==> config.mk <==
export PLATFORM = sky130hd
export DESIGN_NAME = seq_divider
export DESIGN_NICKNAME = d
export VERILOG_FILES = /design/src/rtl/cpu_pkg.sv /design/src/rtl/seq_divider_div_step.sv /design/src/rtl/seq_divider.sv
export SDC_FILE = /design/constraint.sdc
export NUM_CORES = 1
export LEC_CHECK = 0
export ABC_AREA = 0
export CORE_MARGIN = 5
export CORE_UTILIZATION = 55
export DETAILED_ROUTE_END_ITERATION = 12
export GPL_TIMING_DRIVEN = 0
export PLACE_DENSITY = 0.78
export SYNTH_ARGS = -nofsm -noshare
export SYNTH_HDL_FRONTEND = slang
export SYNTH_SLANG_ARGS = --single-unit
==> constraint.sdc <==
create_clock -name clock -period 9.6 [get_ports clock]
set_input_delay 2.88 -clock clock [delete_from_list [all_inputs] [get_ports clock]]
set_output_delay 2.88 -clock clock [all_outputs]
set_load 0.05 [all_outputs]
==> src/rtl/cpu_pkg.sv <==
// Shared datapath definitions: data width, divider FSM states, ALU mux select codes.
package cpu_pkg;

    // Native datapath operand width.
    localparam int DATA_W = 32;

    // Width of the 16-input ALU result mux select.
    localparam int ALU_SEL_W = 4;

    // Mux input that carries the divider's {remainder, quotient} result.
    localparam logic [ALU_SEL_W-1:0] ALU_SEL_DIV = 4'd5;

    // Sequential divider control states.
    typedef enum logic [1:0] {
        IDLE = 2'd0,
        CALC = 2'd1,
        FIX  = 2'd2,
        DONE = 2'd3
    } div_state_t;

endpackage

==> src/rtl/seq_divider_div_step.sv <==
// One combinational radix-2 restoring division iteration on unsigned magnitudes.
module div_step #(
    parameter int WIDTH = 32
) (
    input  logic [WIDTH-1:0] rem,
    input  logic [WIDTH-1:0] quo,
    input  logic [WIDTH-1:0] dvs,
    output logic [WIDTH-1:0] remNext,
    output logic [WIDTH-1:0] quoNext
);

    logic [WIDTH:0] shifted;
    logic [WIDTH:0] trial;

    // Shift {R, Q} left by one, then try subtracting the divisor from the partial remainder.
    always_comb begin
        shifted = {rem, quo[WIDTH-1]};
        trial   = shifted - {1'b0, dvs};
        if (!trial[WIDTH]) begin
            remNext = trial[WIDTH-1:0];
            quoNext = {quo[WIDTH-2:0], 1'b1};
        end else begin
            remNext = shifted[WIDTH-1:0];
            quoNext = {quo[WIDTH-2:0], 1'b0};
        end
    end

endmodule

==> src/rtl/seq_divider.sv <==
// Multi-cycle signed divider: one quotient bit per clock, start/busy/done handshake.
// result = {remainder, quotient}; quotient truncates toward zero, remainder follows
// the dividend's sign. Divide by zero yields quotient all ones, remainder = dividend.
module seq_divider
    import cpu_pkg::*;
#(
    parameter int WIDTH = DATA_W
) (
    input  logic               clock,
    input  logic               clear,
    input  logic               start,
    input  logic [WIDTH-1:0]   dividend,
    input  logic [WIDTH-1:0]   divisor,
    output logic [2*WIDTH-1:0] result,
    output logic               busy,
    output logic               done,
    output logic               div_by_zero
);

    localparam int CW = (WIDTH > 1) ? $clog2(WIDTH) : 1;
    localparam logic [CW-1:0] LAST_ITER = CW'(WIDTH - 1);

    div_state_t state;
    logic [CW-1:0]    count;
    logic [WIDTH-1:0] remReg;
    logic [WIDTH-1:0] quoReg;
    logic [WIDTH-1:0] divReg;
    logic [WIDTH-1:0] origDividend;
    logic             qNeg;
    logic             rNeg;
    logic             dbz;

    logic [WIDTH-1:0] remNext;
    logic [WIDTH-1:0] quoNext;
    logic [WIDTH-1:0] quoFixed;
    logic [WIDTH-1:0] remFixed;

    // Magnitude as unsigned; the most negative value maps onto itself, which is correct unsigned.
    function automatic logic [WIDTH-1:0] absVal(input logic [WIDTH-1:0] v);
        return v[WIDTH-1] ? (~v + 1'b1) : v;
    endfunction

    div_step #(
        .WIDTH (WIDTH)
    ) uStep (
        .rem     (remReg),
        .quo     (quoReg),
        .dvs     (divReg),
        .remNext (remNext),
        .quoNext (quoNext)
    );

    // Apply the captured signs to the unsigned quotient and remainder (wrapping).
    always_comb begin
        quoFixed = qNeg ? (~quoReg + 1'b1) : quoReg;
        remFixed = rNeg ? (~remReg + 1'b1) : remReg;
    end

    // Control FSM with datapath registers and registered outputs.
    always_ff @(posedge clock or posedge clear) begin
        if (clear) begin
            state        <= IDLE;
            count        <= '0;
            remReg       <= '0;
            quoReg       <= '0;
            divReg       <= '0;
            origDividend <= '0;
            qNeg         <= 1'b0;
            rNeg         <= 1'b0;
            dbz          <= 1'b0;
            result       <= '0;
            busy         <= 1'b0;
            done         <= 1'b0;
            div_by_zero  <= 1'b0;
        end else begin
            case (state)
                IDLE: begin
                    done <= 1'b0;
                    if (start) begin
                        remReg       <= '0;
                        quoReg       <= absVal(dividend);
                        divReg       <= absVal(divisor);
                        origDividend <= dividend;
                        qNeg         <= dividend[WIDTH-1] ^ divisor[WIDTH-1];
                        rNeg         <= dividend[WIDTH-1];
                        dbz          <= (divisor == '0);
                        count        <= '0;
                        busy         <= 1'b1;
                        state        <= CALC;
                    end
                end
                CALC: begin
                    remReg <= remNext;
                    quoReg <= quoNext;
                    count  <= count + 1'b1;
                    if (count == LAST_ITER) begin
                        state <= FIX;
                    end
                end
                FIX: begin
                    if (dbz) begin
                        result <= {origDividend, {WIDTH{1'b1}}};
                    end else begin
                        result <= {remFixed, quoFixed};
                    end
                    div_by_zero <= dbz;
                    busy        <= 1'b0;
                    done        <= 1'b1;
                    state       <= DONE;
                end
                DONE: begin
                    done  <= 1'b0;
                    state <= IDLE;
                end
                default: begin
                    state <= IDLE;
                end
            endcase
        end
    end

endmodule

Word level (Yosys, flattened, before mapping)

Index checks and enable logic that the tools add are counted.

Word-level logic and storage cells: 59
Flip-flop bits (word level): 205
Bits of input ports: 67
Output and inout port bits: 67

Bitwise logic cells: 5
Reduce and logical (&&, ||, !) cells: 10
Eq/ne operators: 6
Mux-type cells: 19
Add/sub/neg operators: 6

Operators by type and width:

| cell                                                | count |
|---|---|
| 2-to-1 mux 32 bit                                   | 7 |
| adder 32 x 1 -> 32 bit, second input constant       | 4 |
| NOT 32 bit                                          | 4 |
| case mux 32 bit (2 select lines)                    | 2 |
| 2-to-1 mux 64 bit                                   | 1 |
| subtractor 33 x 32 -> 33 bit                        | 1 |
| zero test 32 bit                                    | 1 |
| case mux 5 bit (2 select lines)                     | 1 |
| case mux 2 bit (4 select lines)                     | 1 |
| AND reduction 2 bit                                 | 4 |
| nonzero test 2 bit                                  | 3 |
| adder 5 x 1 -> 5 bit, second input constant         | 1 |
| equality test 5 bit, second input constant          | 1 |
| 2-to-1 mux 5 bit                                    | 1 |
| equality test 2 bit, second input constant          | 2 |
| 2-to-1 mux 2 bit                                    | 2 |
| inequality test 2 bit, second input constant        | 2 |
| case mux 1 bit (2 select lines)                     | 2 |
| equality test 2 x 1 -> 1 bit, second input constant | 1 |
| zero test 2 bit                                     | 1 |
| 2-to-1 mux 1 bit                                    | 2 |
| OR reduction 2 bit                                  | 1 |
| XOR 1 bit                                           | 1 |

Depth between registers and ports, before layout

Gate-level depths: netlist (run 1).

Depth after elaboration: 5
Gate-level depth with buffers: 14
Depth with buffers taken out: 12

By module

From an unflattened synthesis (run 1), not the netlist that was laid out.

Cell total of the unflattened synthesis: 1477
Area, all modules: 13515.5 sq um

By module, submodules not included:

| module      | sequential area each (sq um) | area each (sq um) | instances | cells each |
|---|---|---|---|---|
| seq_divider | 5104.9                       | 10916.7           | 1         | 1140 |
| div_step    | 0.0                          | 2598.7            | 1         | 337 |

Worst setup path after synthesis (run 1)

OpenSTA, ideal clock, no wires.

Kind: in2reg
Start point: in dividend[4]
End point: reg quoReg[29]
Buffers on the path: 0
Required time: 9470 ps
Stages on the path: 7
Path slack: 4559 ps
Setup time: 130 ps
Arrival: 4910 ps
Cells stage by stage: or4_1 nor3_1 nand4_1 or2_2 o41ai_1 xor2_1 o21ai_0

Word-level cells in the longest chain between the ends: 5

Ends and longest elaborated chain:

| what                             | line              | RTL |
|---|---|---|
| start: declaration               | seq_divider.sv:12 | `input logic [WIDTH-1:0] dividend,` |
| NOT 32 bit                       | seq_divider.sv:40 | `return v[WIDTH-1] ? (~v + 1'b1) : v;` |
| adder 32 x 1 -> 32 bit           | seq_divider.sv:40 |  |
| 2-to-1 mux 32 bit                | seq_divider.sv:40 |  |
| 2-to-1 mux 32 bit                | seq_divider.sv:79 | `if (start) begin` |
| case mux 32 bit (2 select lines) | seq_divider.sv:76 | `case (state)` |
| end signal: assignment           | seq_divider.sv:81 | `quoReg <= absVal(dividend);` |
| end signal: assignment           | seq_divider.sv:94 | `quoReg <= quoNext;` |
| end: declaration                 | seq_divider.sv:26 | `logic [WIDTH-1:0] quoReg;` |

No other way between the ends. The select of a mux whose other input is x is not followed.
A chain may end at the register's enable or synchronous reset.

Final worst setup path (run 1)

Start point: in dividend[2]
End point: reg quoReg[29]

The elaborated chain is that of the path after synthesis.

==> Implementation_results.wiki, run 1 <==
{| class="wikitable"
! Metric !! Value
|-
| Post-detailed-placement cell area || 0.0143 mm²
|-
| Latest clock arrival within the worst-skew pair || 520 ps
|-
| Worst hold start || origDividend[0]
|-
| Max-cap check violation count || 0
|-
| Internal Dissipation || 3.21 mW
|-
| Combined area of the multi-input logic cells || 0.00693 mm²
|-
| Clock skew || 12.9 ps
|-
| Critical register-to-register path endpoint || remReg[15]
|-
| Setup-failing EPs final || 0
|-
| Category of the critical setup timing path || input port to flop
|-
| Storage cell area || 0.00510 mm²
|-
| Worst hold slack || 480 ps
|-
| Final number of hold-violating endpoints || 0
|-
| Depth of the CTS H-tree || 1
|-
| Crit path max fanout || 6
|-
| Clock tree from TritonCTS || yes
|-
| Xor and xnor area share after synthesis || 10.1%
|-
| TritonCTS Sinks || 204
|-
| Number of CTS-inserted buffers || 23
|-
| Growth of design area from synthesis to finish || 19.3%
|-
| Violation count after the first detailed-routing iteration || 899
|-
| Proportion of synthesized area in mux cells || 8.45%
|-
| Share of power burned in registers || 27.0%
|-
| Yosys warnings || 0
|-
| FP Rows || 55
|-
| Worst supply voltage drop on vdd || 0.000159 V
|-
| Antenna violations before repair || 0
|-
| Chip height || 161 µm
|-
| Clock Tree Buf Depth || 3
|-
| Die Footprint || 0.0259 mm²
|-
| Leakage dissipation || 6.35 nW
|-
| Per-cell routed wire length || 18.1 µm
|-
| Post-Synth Adder-Cell Area || 4.35%
|-
| Instance count of the mapped netlist || 1334
|-
| Total overflow reported by the global router || 0
|-
| Synth cell types || 69
|-
| Pwr per Cell Area || 399 mW/mm²
|-
| Hold path endpoint || origDividend[0]
|-
| Length in cells of the worst reg-to-reg path || 14
|-
| Count of vias placed by the detailed router || 10500
|-
| DRC || 0
|-
| Antenna-violating nets left || 0
|-
| Final routed wirelength across all metal layers || 32.3 mm
|-
| Number of global-route vias before repair || 10100
|-
| Synth Register Bits || 204
|-
| Root buffer cell || clkbuf_16
|-
| Launching element type of the critical path || input port
|-
| Number of I/O port buffers || 132
|-
| Final Max Tran Viols || 0
|-
| Fill cell instance count of the final layout || 1866
|-
| Ratio of final minimum period to clock period || 58.9%
|-
| Half-perimeter wire length after placement || 24.8 mm
|-
| Proportion of layout cells with a drive suffix above 1 || 7.50%
|-
| Clock-pin slew of the registers on the worst-case setup and hold paths || 60 ps
|-
| Mapped Avg Cell Area || 9.40 µm²
|-
| Proportion of synthesized chip area in sequential cells || 40.7%
|-
| Worst min path class || flop to flop
|-
| TritonRoute pass-1 iters || 7
|-
| Final critical path time including I/O delays and setup || 5660 ps
|-
| Worst hold path stage count || 2
|-
| Critical path data arrival time || 6040 ps
|-
| Dominant combinational cell family by area after synthesis || compound AO/OA/AOI/OAI gates
|-
| Final net count || 1602
|-
| Worst setup EP type || flop
|-
| Net load switching power || 2.76 mW
|-
| Critical register-to-register path startpoint || quoReg[31]
|-
| Net switching share of the total power || 46.2%
|-
| RSZ-0062 raised after global routing || false
|-
| Setup slack of the worst register-to-register path || 5650 ps
|-
| I/O pin count || 134
|-
| Most used flip-flop cell after synthesis || dfrtp_1
|-
| Via-to-Cell Ratio || 5.87
|-
| Total setup buffers inserted after CTS || 0
|-
| Combinational group share of total power || 59.0%
|-
| Proportion of register bits with asynchronous set or reset after synthesis || 100%
|-
| Number of diodes added for antenna fixing || 0
|-
| Complex-gate fraction of the synthesized area || 20.1%
|-
| Total routing resource utilization after global routing || 24.2%
|-
| First-pass GRT wire length || 51.5 mm
|-
| Measured slew at the worst slew-check pin || 856 ps
|-
| Pin count of the biggest net entering global routing || 106
|-
| Outcome || complete, no violations
|-
| GP Congestion || 0.959
|-
| Required time at the endpoint of the critical path || 9980 ps
|-
| Peak clock frequency supported by timing || 177 MHz
|-
| Number of hold buffers added after cts || 0
|-
| Max-slew headroom || 42.9%
|-
| Synthesized netlist net count || 1444
|-
| Total power || 5.97 mW
|-
| Final instance area || 0.0150 mm²
|-
| Area of the core region || 0.0226 mm²
|-
| Number of synthesized flops with an enable pin || 0
|-
| Area fraction in and, or, nand and nor cells after synthesis || 12.3%
|-
| Starting density of the core || 55.6%
|-
| Area of the mapped netlist || 0.0125 mm²
|-
| CTS resizes || 0
|-
| X dimension of the die || 161 µm
|-
| Portion of total power attributed to the clock network || 14.1%
|}
[sequential cells by signal (all words and copies together) (netlist names), 2 cells and up]
signal,cells
origDividend,32
divReg,32
state,2
remReg,32
quoReg,32
count,5
result,64
[cell type report]
class                      count  share of cell area [%]
timing repair buffer         133                    9.02
multi-input combinational   1002                    46.3
inverter                      57                    1.48
sequential                   204                    34.1
tap                          285                    2.38
buffer                        71                    1.93
clock buffer                  34                    4.32
clock inverter                 5                   0.410
[power groups by stage]
stage	logic, mW	clock network [mW]	registers, mW
finish	3.52	0.838	1.61
global route	3.84	0.883	1.66
CTS	3.52	0.848	1.60
detailed placement	3.50	0	1.61
global placement	3.42	0	1.59
floorplan	2.17	0	1.99
[worst max-delay path by stage]
stage / from / to / slack, ps / cells after the start
2_1_floorplan: clear / busy / 1150 / 1
3_3_place_gp: clear / remReg[3] / -1240 / 2
3_5_place_dp: dividend[2] / quoReg[29] / 3580 / 8
4_1_cts: dividend[2] / quoReg[29] / 4030 / 8
5_1_grt: dividend[2] / quoReg[29] / 3800 / 8
6_report: dividend[2] / quoReg[29] / 3940 / 8
[cells in the mapped netlist, types with 5 or more instances]
library cell	instances	share of area (%)
dfrtp_1	204	41
o21ai_0	171	6.8
nand2_1	161	4.8
xor2_1	92	6.4
mux2_2	63	5.7
clkbuf_1	62	1.9
inv_1	57	1.7
xnor2_1	52	3.6
a21oi_1	47	1.9
nor2_1	44	1.3
ha_1	42	4.2
mux2i_1	35	2.8
o22a_1	31	2.2
o31ai_1	31	1.9
a22oi_1	24	1.4
o41ai_1	20	1.4
nand2b_1	17	0.85
nand3_1	17	0.68
or4_1	17	1.0
a21o_1	12	0.72
nor4_1	10	0.50
o22ai_1	10	0.50
o21a_1	9	0.54
nor3_1	8	0.32
or3_1	8	0.40
and2_1	7	0.35
nand4_1	7	0.35
nor2b_1	7	0.35
o21ai_1	6	0.24
buf_1	5	0.15
o211ai_1	5	0.30
[metal layers]
metal / vias to the layer above / global-route usage, % / routed length [µm]
met5: - / 0 / 0
met4: 0 / 6.55 / 832
met3: 59 / 2.88 / 1730
met2: 319 / 42.1 / 15700
met1: 5012 / 32.2 / 14000
li1: 5127 / - / -
[layout by cell type, fill, tap and decap left out, drive strengths merged, types with 10 or more instances in the layout]
master           n
xnor2           52
o22ai           10
xor2            92
mux2            63
clkbuf          96
o41ai           21
nand3           17
or4             19
o22a            31
o21ai          177
a21o            12
inv             59
clkdlybuf4s50  132
a22oi           24
a21oi           47
nor4            12
nor2            44
dfrtp          204
o31ai           31
nand2          161
ha              42
mux2i           35
buf             10
nand2b          18
[worst max-delay path, stage by stage]
cell,delay (ps)
clkdlybuf4s50_1,520
or4_1,560
nor3_1,580
nand4_1,420
or2_2,440
o41ai_1,370
xor2_1,180
o21ai_0,90
[through the flow]
stage                     instances  worst slack (ps)  util (%)  setup TNS, ps
after global routing           1791              3800      66.3              0
after CTS                      1791              4030      66.3              0
after global placement         1751             -1240      63.0        -249850
final                          1791              3940      66.3              0
after floorplan                1334              1150         -              0
after detailed placement       1752              3580      63.1              0
[logic make-up after synthesis]
group,after synthesis
flops,204
compound gates,396
fa+ha+maj,43
xor+xnor,144
buf+inv,128
mux,98
simple gates,321
No activity file was read; power rests on OpenSTA's default activity.
==> inputs of run 2 (changes only) <==
clock period = 5.3 ns   (was 9.6 ns; I/O delays follow)
==> run 2 against run 1 <==
Register-to-register slack got worse by 4400 ps. Non-clock buffer count rose by 3. Clock skew fell by 2.9 ps. Sequential share of layout area fell by 0.12 points. Via count fell by 0.20%. Setup slack got worse by 2900 ps. Critical path depth did not move. Clock power rose by 79%. Count of clock-buffer cells in the layout did not move. Combinational power rose by 81%. Core utilization rose by 0.23 points.
==> Implementation_results.wiki, run 2 (synthesized netlist as in run 1, its figures left out) <==
{| class="wikitable"
! Metric !! Value
|-
| Outcome || complete, no violations (unchanged)
|-
| Setup slack of the worst register-to-register path || 1300 ps (was 5650 ps)
|-
| Final routed wirelength across all metal layers || 32.7 mm (was 32.3 mm)
|-
| Growth of design area from synthesis to finish || 19.7% (was 19.3%)
|-
| Critical register-to-register path startpoint || quoReg[31] (unchanged)
|-
| Peak clock frequency supported by timing || 234 MHz
|-
| Hold path endpoint || divReg[19] (was origDividend[0])
|-
| Via-to-Cell Ratio || 5.85 (was 5.87)
|-
| Required time at the endpoint of the critical path || 5670 ps (was 9980 ps)
|-
| Category of the critical setup timing path || input port to flop (unchanged)
|-
| TritonRoute pass-1 iters || 5 (was 7)
|-
| Number of CTS-inserted buffers || 22 (was 23)
|-
| Root buffer cell || clkbuf_16 (unchanged)
|-
| Max-slew headroom || 42.3% (was 42.9%)
|-
| Measured slew at the worst slew-check pin || 865 ps (was 856 ps)
|-
| Critical register-to-register path endpoint || remReg[29] (was remReg[15])
|-
| Worst setup EP type || flop (unchanged)
|-
| Antenna-violating nets left || 0 (unchanged)
|-
| Setup-failing EPs final || 0 (unchanged)
|-
| Antenna violations before repair || 0 (unchanged)
|-
| Ratio of final minimum period to clock period || 80.8%
|-
| Leakage dissipation || 6.38 nW (was 6.35 nW)
|-
| Length in cells of the worst reg-to-reg path || 13 (was 14)
|-
| Violation count after the first detailed-routing iteration || 820 (was 899)
|-
| Total setup buffers inserted after CTS || 0 (unchanged)
|-
| CTS resizes || 0 (unchanged)
|-
| Fill cell instance count of the final layout || 1820 (was 1866)
|-
| Total negative slack for setup checks || 0 ps (unchanged)
|-
| Final critical path time including I/O delays and setup || 4280 ps
|-
| Final net count || 1604 (was 1602)
|-
| Die Footprint || 0.0259 mm² (unchanged)
|-
| Crit path max fanout || 6 (unchanged)
|-
| Critical path data arrival time || 4650 ps (was 6040 ps)
|-
| Slowest library cell on the worst path || or4_1 (was nor3_1)
|-
| Depth of the CTS H-tree || 1 (unchanged)
|-
| Worst supply voltage drop on vdd || 0.000287 V (was 0.000159 V)
|-
| RSZ-0062 raised after global routing || false (unchanged)
|-
| Total power || 10.8 mW (was 5.97 mW)
|-
| Worst hold start || divReg[19] (was origDividend[0])
|-
| Largest delay share family, worst path || simple AND/OR/NAND/NOR gates (unchanged)
|-
| Number of hold buffers added after cts || 0 (unchanged)
|-
| Post-detailed-placement cell area || 0.0143 mm² (about the same)
|-
| Worst Path Buf+Inv || 1 (unchanged)
|-
| FP Rows || 55 (unchanged)
|-
| DRC || 0 (unchanged)
|-
| Clock-pin slew of the registers on the worst-case setup and hold paths || 60 ps (about the same)
|-
| Pin count of the biggest net entering global routing || 45 (was 106)
|-
| Cells along the critical path || clkdlybuf4s50_1 > or4_1 > nor3_1 > nand4_1 > or2_2 > o41ai_1 > xor2_1 > o21ai_0 (unchanged)
|-
| Final Max Tran Viols || 0 (unchanged)
|-
| Max-cap check violation count || 0 (unchanged)
|-
| Number of flip-flops in the largest register || 64 (unchanged)
|-
| Proportion of layout cells with a drive suffix above 1 || 7.95% (was 7.50%)
|-
| Area of the core region || 0.0226 mm² (unchanged)
|-
| Per-cell routed wire length || 18.2 µm (was 18.1 µm)
|-
| Worst hold slack || 478 ps (was 480 ps)
|-
| TritonCTS Sinks || 204 (unchanged)
|-
| Clock Tree Buf Depth || 3 (unchanged)
|-
| Worst min path class || flop to flop (unchanged)
|-
| Worst hold path stage count || 2 (unchanged)
|-
| Total overflow reported by the global router || 0 (unchanged)
|-
| Largest Register || result (unchanged)
|-
| Total routing resource utilization after global routing || 24.8% (was 24.2%)
|-
| Number of global-route vias before repair || 10300 (was 10100)
|-
| X dimension of the die || 161 µm (unchanged)
|-
| Latest clock arrival within the worst-skew pair || 510 ps (was 520 ps)
|-
| Maximum cell stage delay along the critical path || 570 ps (was 580 ps)
|-
| Final number of hold-violating endpoints || 0 (unchanged)
|-
| Launching element type of the critical path || input port (unchanged)
|-
| Clock skew || 10.0 ps (was 12.9 ps)
|-
| First-pass GRT wire length || 52.8 mm (was 51.5 mm)
|-
| Starting density of the core || 55.6% (unchanged)
|-
| GP Congestion || 0.944 (was 0.959)
|-
| Number of I/O port buffers || 132 (unchanged)
|-
| Chip height || 161 µm (unchanged)
|-
| I/O pin count || 134 (unchanged)
|-
| Most common cell after layout, fill and taps aside || dfrtp_1 (unchanged)
|-
| Most frequent cells in the layout || dfrtp_1, o21ai_0, nand2_1 (unchanged)
|-
| Clock tree from TritonCTS || yes (unchanged)
|-
| Pwr per Cell Area || 719 mW/mm² (was 399 mW/mm²)
|-
| Count of vias placed by the detailed router || 10500 (about the same)
|-
| Final instance area || 0.0150 mm² (about the same)
|-
| Number of diodes added for antenna fixing || 0 (unchanged)
|-
| Half-perimeter wire length after placement || 25.6 mm (was 24.8 mm)
|}
[run 2: changes by cell type in the layout (fill, tap and decap cells not counted)]
cell,change
clkbuf_8,+4
clkbuf_1,-4
inv_6,-2
buf_12,+4
clkinvlp_4,+1
clkinv_4,-1
clkinv_2,+4
buf_16,-1
inv_8,-1
bufinv_16,-1
[run 2: routing by layer]
| metal | share of wire [%] | GRT usage (%) |
|---|---|---|
| met1 | 43 | 32.7 |
| met2 | 49 | 43.1 |
| met3 | 5.4 | 2.91 |
| met4 | 2.8 | 7.52 |
| met5 | 0 | 0 |
[run 2: worst max path at each step]
stage / startpoint / end / slack, ps / cells past startpoint
3_5_place_dp: dividend[2] / quoReg[29] / 520 / 8
5_1_grt: dividend[2] / quoReg[29] / 920 / 8
3_3_place_gp: clear / divReg[2] / -410 / 2
4_1_cts: dividend[2] / quoReg[29] / 1060 / 8
2_1_floorplan: clear / busy / 1070 / 1
6_report: dividend[2] / quoReg[29] / 1020 / 8
[run 2: layout make-up]
| class | instances | area, µm² | area share (%) |
|---|---|---|---|
| clock buffer | 34 | 687 | 4.58 |
| sequential | 204 | 5100 | 34.0 |
| multi-input combinational | 1002 | 6930 | 46.2 |
| timing repair buffer | 136 | 1400 | 9.33 |
| inverter | 57 | 218 | 1.45 |
| buffer | 71 | 289 | 1.93 |
| tap | 285 | 357 | 2.38 |
| clock inverter | 5 | 25.0 | 0.167 |
[run 2: report_power, final]
part	switching (mW)	internal, mW
logic	3.73	2.64
clock network	0.616	0.887
registers	0.638	2.28
[run 2: stage by stage]
| step | cells | setup slack, ps | util [%] |
|---|---|---|---|
| 4_1_cts | 1794 | 1060 | 66.5 |
| 5_1_grt | 1794 | 923 | 66.5 |
| 6_report | 1794 | 1020 | 66.5 |
| 2_1_floorplan | 1334 | 1070 | - |
| 3_3_place_gp | 1751 | -407 | 63.0 |
| 3_5_place_dp | 1755 | 525 | 63.4 |
[run 2: worst min-delay path, delay by kind of cell (launching register included)]
kind,cells,cell delay (ps)
compound gates,1,60
simple gates,1,40
flops,1,340
==> inputs of run 3 (changes only) <==
CORE_UTILIZATION = 52   (was 55)
PLACE_DENSITY = 0.77   (was 0.78)
clock period = 3.67 ns   (was 5.3 ns; I/O delays follow)
==> run 3 against run 2 <==
Non-clock buffer count rose by 5. Critical path depth rose by 7. Worst hold slack improved by 2.0 ps. Via count rose by 0.75%. First-iteration DRC count fell by 2.0%. Register-to-register slack got worse by 1200 ps. Critical endpoint is now remReg[30]. Core utilization fell by 2.0 points. Flip-flop and latch count did not move.
==> Implementation_results.wiki, run 3 (synthesized netlist as in run 1, its figures left out) <==
{| class="wikitable"
! Metric !! Value
|-
| Final routed wirelength across all metal layers || 32.9 mm (was 32.7 mm)
|-
| Post-detailed-placement cell area || 0.0144 mm² (was 0.0143 mm²)
|-
| Via-to-Cell Ratio || 5.76 (was 5.85)
|-
| Starting density of the core || 53.1% (was 55.6%)
|-
| Number of flip-flops in the largest register || 64 (unchanged)
|-
| First-pass GRT wire length || 52.8 mm (about the same)
|-
| Count of vias placed by the detailed router || 10600 (was 10500)
|-
| Worst supply voltage drop on vdd || 0.000521 V (was 0.000287 V)
|-
| Final Max Tran Viols || 0 (unchanged)
|-
| Per-cell routed wire length || 17.9 µm (was 18.2 µm)
|-
| TritonRoute pass-1 iters || 7 (was 5)
|-
| Worst Slack Setup Final || 138 ps (was 1020 ps)
|-
| Antenna-violating nets left || 0 (unchanged)
|-
| Root buffer cell || clkbuf_16 (unchanged)
|-
| Peak clock frequency supported by timing || 283 MHz
|-
| Outcome || complete, no violations (unchanged)
|-
| Number of global-route vias before repair || 10300 (about the same)
|-
| Leakage dissipation || 6.45 nW (was 6.38 nW)
|-
| Die Footprint || 0.0273 mm² (was 0.0259 mm²)
|-
| I/O pin count || 134 (unchanged)
|-
| Clock tree from TritonCTS || yes (unchanged)
|-
| Portion of total power attributed to the clock network || 14.8% (was 13.9%)
|-
| Combinational group share of total power || 58.8% (was 59.0%)
|-
| Launching element type of the critical path || flop (was input port)
|-
| Clock-pin slew of the registers on the worst-case setup and hold paths || 60 ps (about the same)
|-
| Critical path data arrival time || 3900 ps (was 4650 ps)
|-
| Most frequent cells in the layout || dfrtp_1, o21ai_0, nand2_1 (unchanged)
|-
| Final instance area || 0.0152 mm² (was 0.0150 mm²)
|-
| Final critical path time including I/O delays and setup || 3530 ps
|-
| Pwr per Cell Area || 1040 mW/mm² (was 719 mW/mm²)
|-
| FP Rows || 56 (was 55)
|-
| Final number of hold-violating endpoints || 0 (unchanged)
|-
| Setup-failing EPs final || 0 (unchanged)
|-
| GP Congestion || 0.920 (was 0.944)
|-
| Required time at the endpoint of the critical path || 4040 ps (was 5670 ps)
|-
| TritonCTS Sinks || 204 (unchanged)
|-
| Crit path max fanout || 10 (was 6)
|-
| Share of power burned in registers || 26.4% (was 27.0%)
|-
| Worst min path class || flop to flop (unchanged)
|-
| Clock Tree Buf Depth || 3 (unchanged)
|-
| Largest Register || result (unchanged)
|-
| Half-perimeter wire length after placement || 25.8 mm (was 25.6 mm)
|-
| Net switching share of the total power || 46.1% (was 46.2%)
|-
| Area of the core region || 0.0236 mm² (was 0.0226 mm²)
|-
| Total routing resource utilization after global routing || 23.9% (was 24.8%)
|-
| Number of hold buffers added after cts || 0 (unchanged)
|-
| Measured slew at the worst slew-check pin || 802 ps (was 865 ps)
|-
| Max-cap check violation count || 0 (unchanged)
|-
| Internal Dissipation || 8.58 mW (was 5.81 mW)
|-
| Worst setup EP type || flop (unchanged)
|-
| Final net count || 1610 (was 1604)
|-
| Chip height || 165 µm (was 161 µm)
|-
| Antenna violations before repair || 0 (unchanged)
|-
| Total overflow reported by the global router || 0 (unchanged)
|-
| Max-slew headroom || 46.6% (was 42.3%)
|-
| Pin count of the biggest net entering global routing || 44 (was 45)
|-
| Number of CTS-inserted buffers || 23 (was 22)
|-
| Most common cell after layout, fill and taps aside || dfrtp_1 (unchanged)
|-
| Number of I/O port buffers || 132 (unchanged)
|-
| Net load switching power || 7.34 mW (was 4.98 mW)
|-
| Number of diodes added for antenna fixing || 0 (unchanged)
|-
| Ratio of final minimum period to clock period || 96.2%
|-
| Growth of design area from synthesis to finish || 21.6% (was 19.7%)
|-
| Clock skew || 23.7 ps (was 10.0 ps)
|-
| Category of the critical setup timing path || flop to flop (was input port to flop)
|-
| Worst hold slack || 479 ps (was 478 ps)
|-
| Depth of the CTS H-tree || 1 (unchanged)
|-
| Total negative slack for setup checks || 0 ps (unchanged)
|-
| Proportion of layout cells with a drive suffix above 1 || 9.10% (was 7.95%)
|-
| X dimension of the die || 165 µm (was 161 µm)
|-
| Violation count after the first detailed-routing iteration || 804 (was 820)
|-
| Latest clock arrival within the worst-skew pair || 530 ps (was 510 ps)
|-
| Post-placement worst setup slack || -610 ps (was 525 ps)
|-
| DRC || 0 (unchanged)
|}
[run 3: cell count changes in the layout (fill, tap and decap cells not counted), sizes merged]
cell,change
clkinv,+1
clkbuf,-2
inv,+1
buf,+5
clkinvlp,+1
bufinv,+2
[run 3: power groups by stage]
stage / Clock, mW / Combinational [mW] / Sequential, mW
after global placement: 0 / 8.99 / 4.17
after detailed placement: 0 / 9.18 / 4.21
after global routing: 2.48 / 10.2 / 4.33
after CTS: 2.39 / 9.30 / 4.19
final: 2.35 / 9.37 / 4.20
after floorplan: 0 / 5.67 / 5.21
[run 3: worst paths after layout]
path	startpoint	endpoint	slack (ps)	depth (start not counted)
max	quoReg[31]	remReg[30]	140	15
min	divReg[15]	divReg[15]	480	2
max reg2reg	quoReg[31]	remReg[30]	140	15
min reg2reg	divReg[15]	divReg[15]	480	2
max in group asynchronous	clear	remReg[1]	1570	5
min in group asynchronous	clear	origDividend[30]	1000	2
[run 3: worst max-delay path: stages (launching register included)]
cell,delay (ps)
dfrtp_1,360
inv_2,100
ha_2,220
fa_2,390
nor2b_4,150
o2111ai_4,160
a311oi_2,290
buf_4,160
o21ai_2,90
a2111oi_4,350
nor2_1,70
o311a_1,350
buf_6,160
buf_6,170
a32oi_1,220
o21ai_1,100
[run 3: per-layer routing]
metal | up-vias | GRT usage, % | part of all wire [%]
li1 | 5153 | - | -
met1 | 5019 | 31.4 | 42
met2 | 329 | 40.5 | 48
met3 | 74 | 3.62 | 6.4
met4 | 0 | 8.06 | 3.6
met5 | - | 0 | 0
[run 3: layout make-up]
| class | count | area, µm² |
|---|---|---|
| well taps | 319 | 399 |
| clock inverters | 10 | 121 |
| repair buffers | 141 | 1450 |
| multi-input cells | 1002 | 7000 |
| inverters | 57 | 218 |
| fillers | 1969 | 8370 |
| flip-flops and latches | 204 | 5100 |
| clock buffers | 32 | 659 |
| plain buffers | 71 | 293 |
[run 3: per-stage QoR]
step / std cells / utilization (%) / power, mW
global placement: 1785 / 60.4 / 13.2
CTS: 1834 / 64.4 / 15.9
finish: 1836 / 64.6 / 15.9
detailed placement: 1790 / 60.8 / 13.4
global route: 1836 / 64.6 / 17.0
floorplan: 1334 / - / 10.9
[run 3: repair_timing]
action / 4_1_cts / 5_1_grt
endpoints found under the setup margin: 34 / 30
buffers inserted: 2 / 2
pin swaps: 3 / 4
resized for setup: 8 / 8
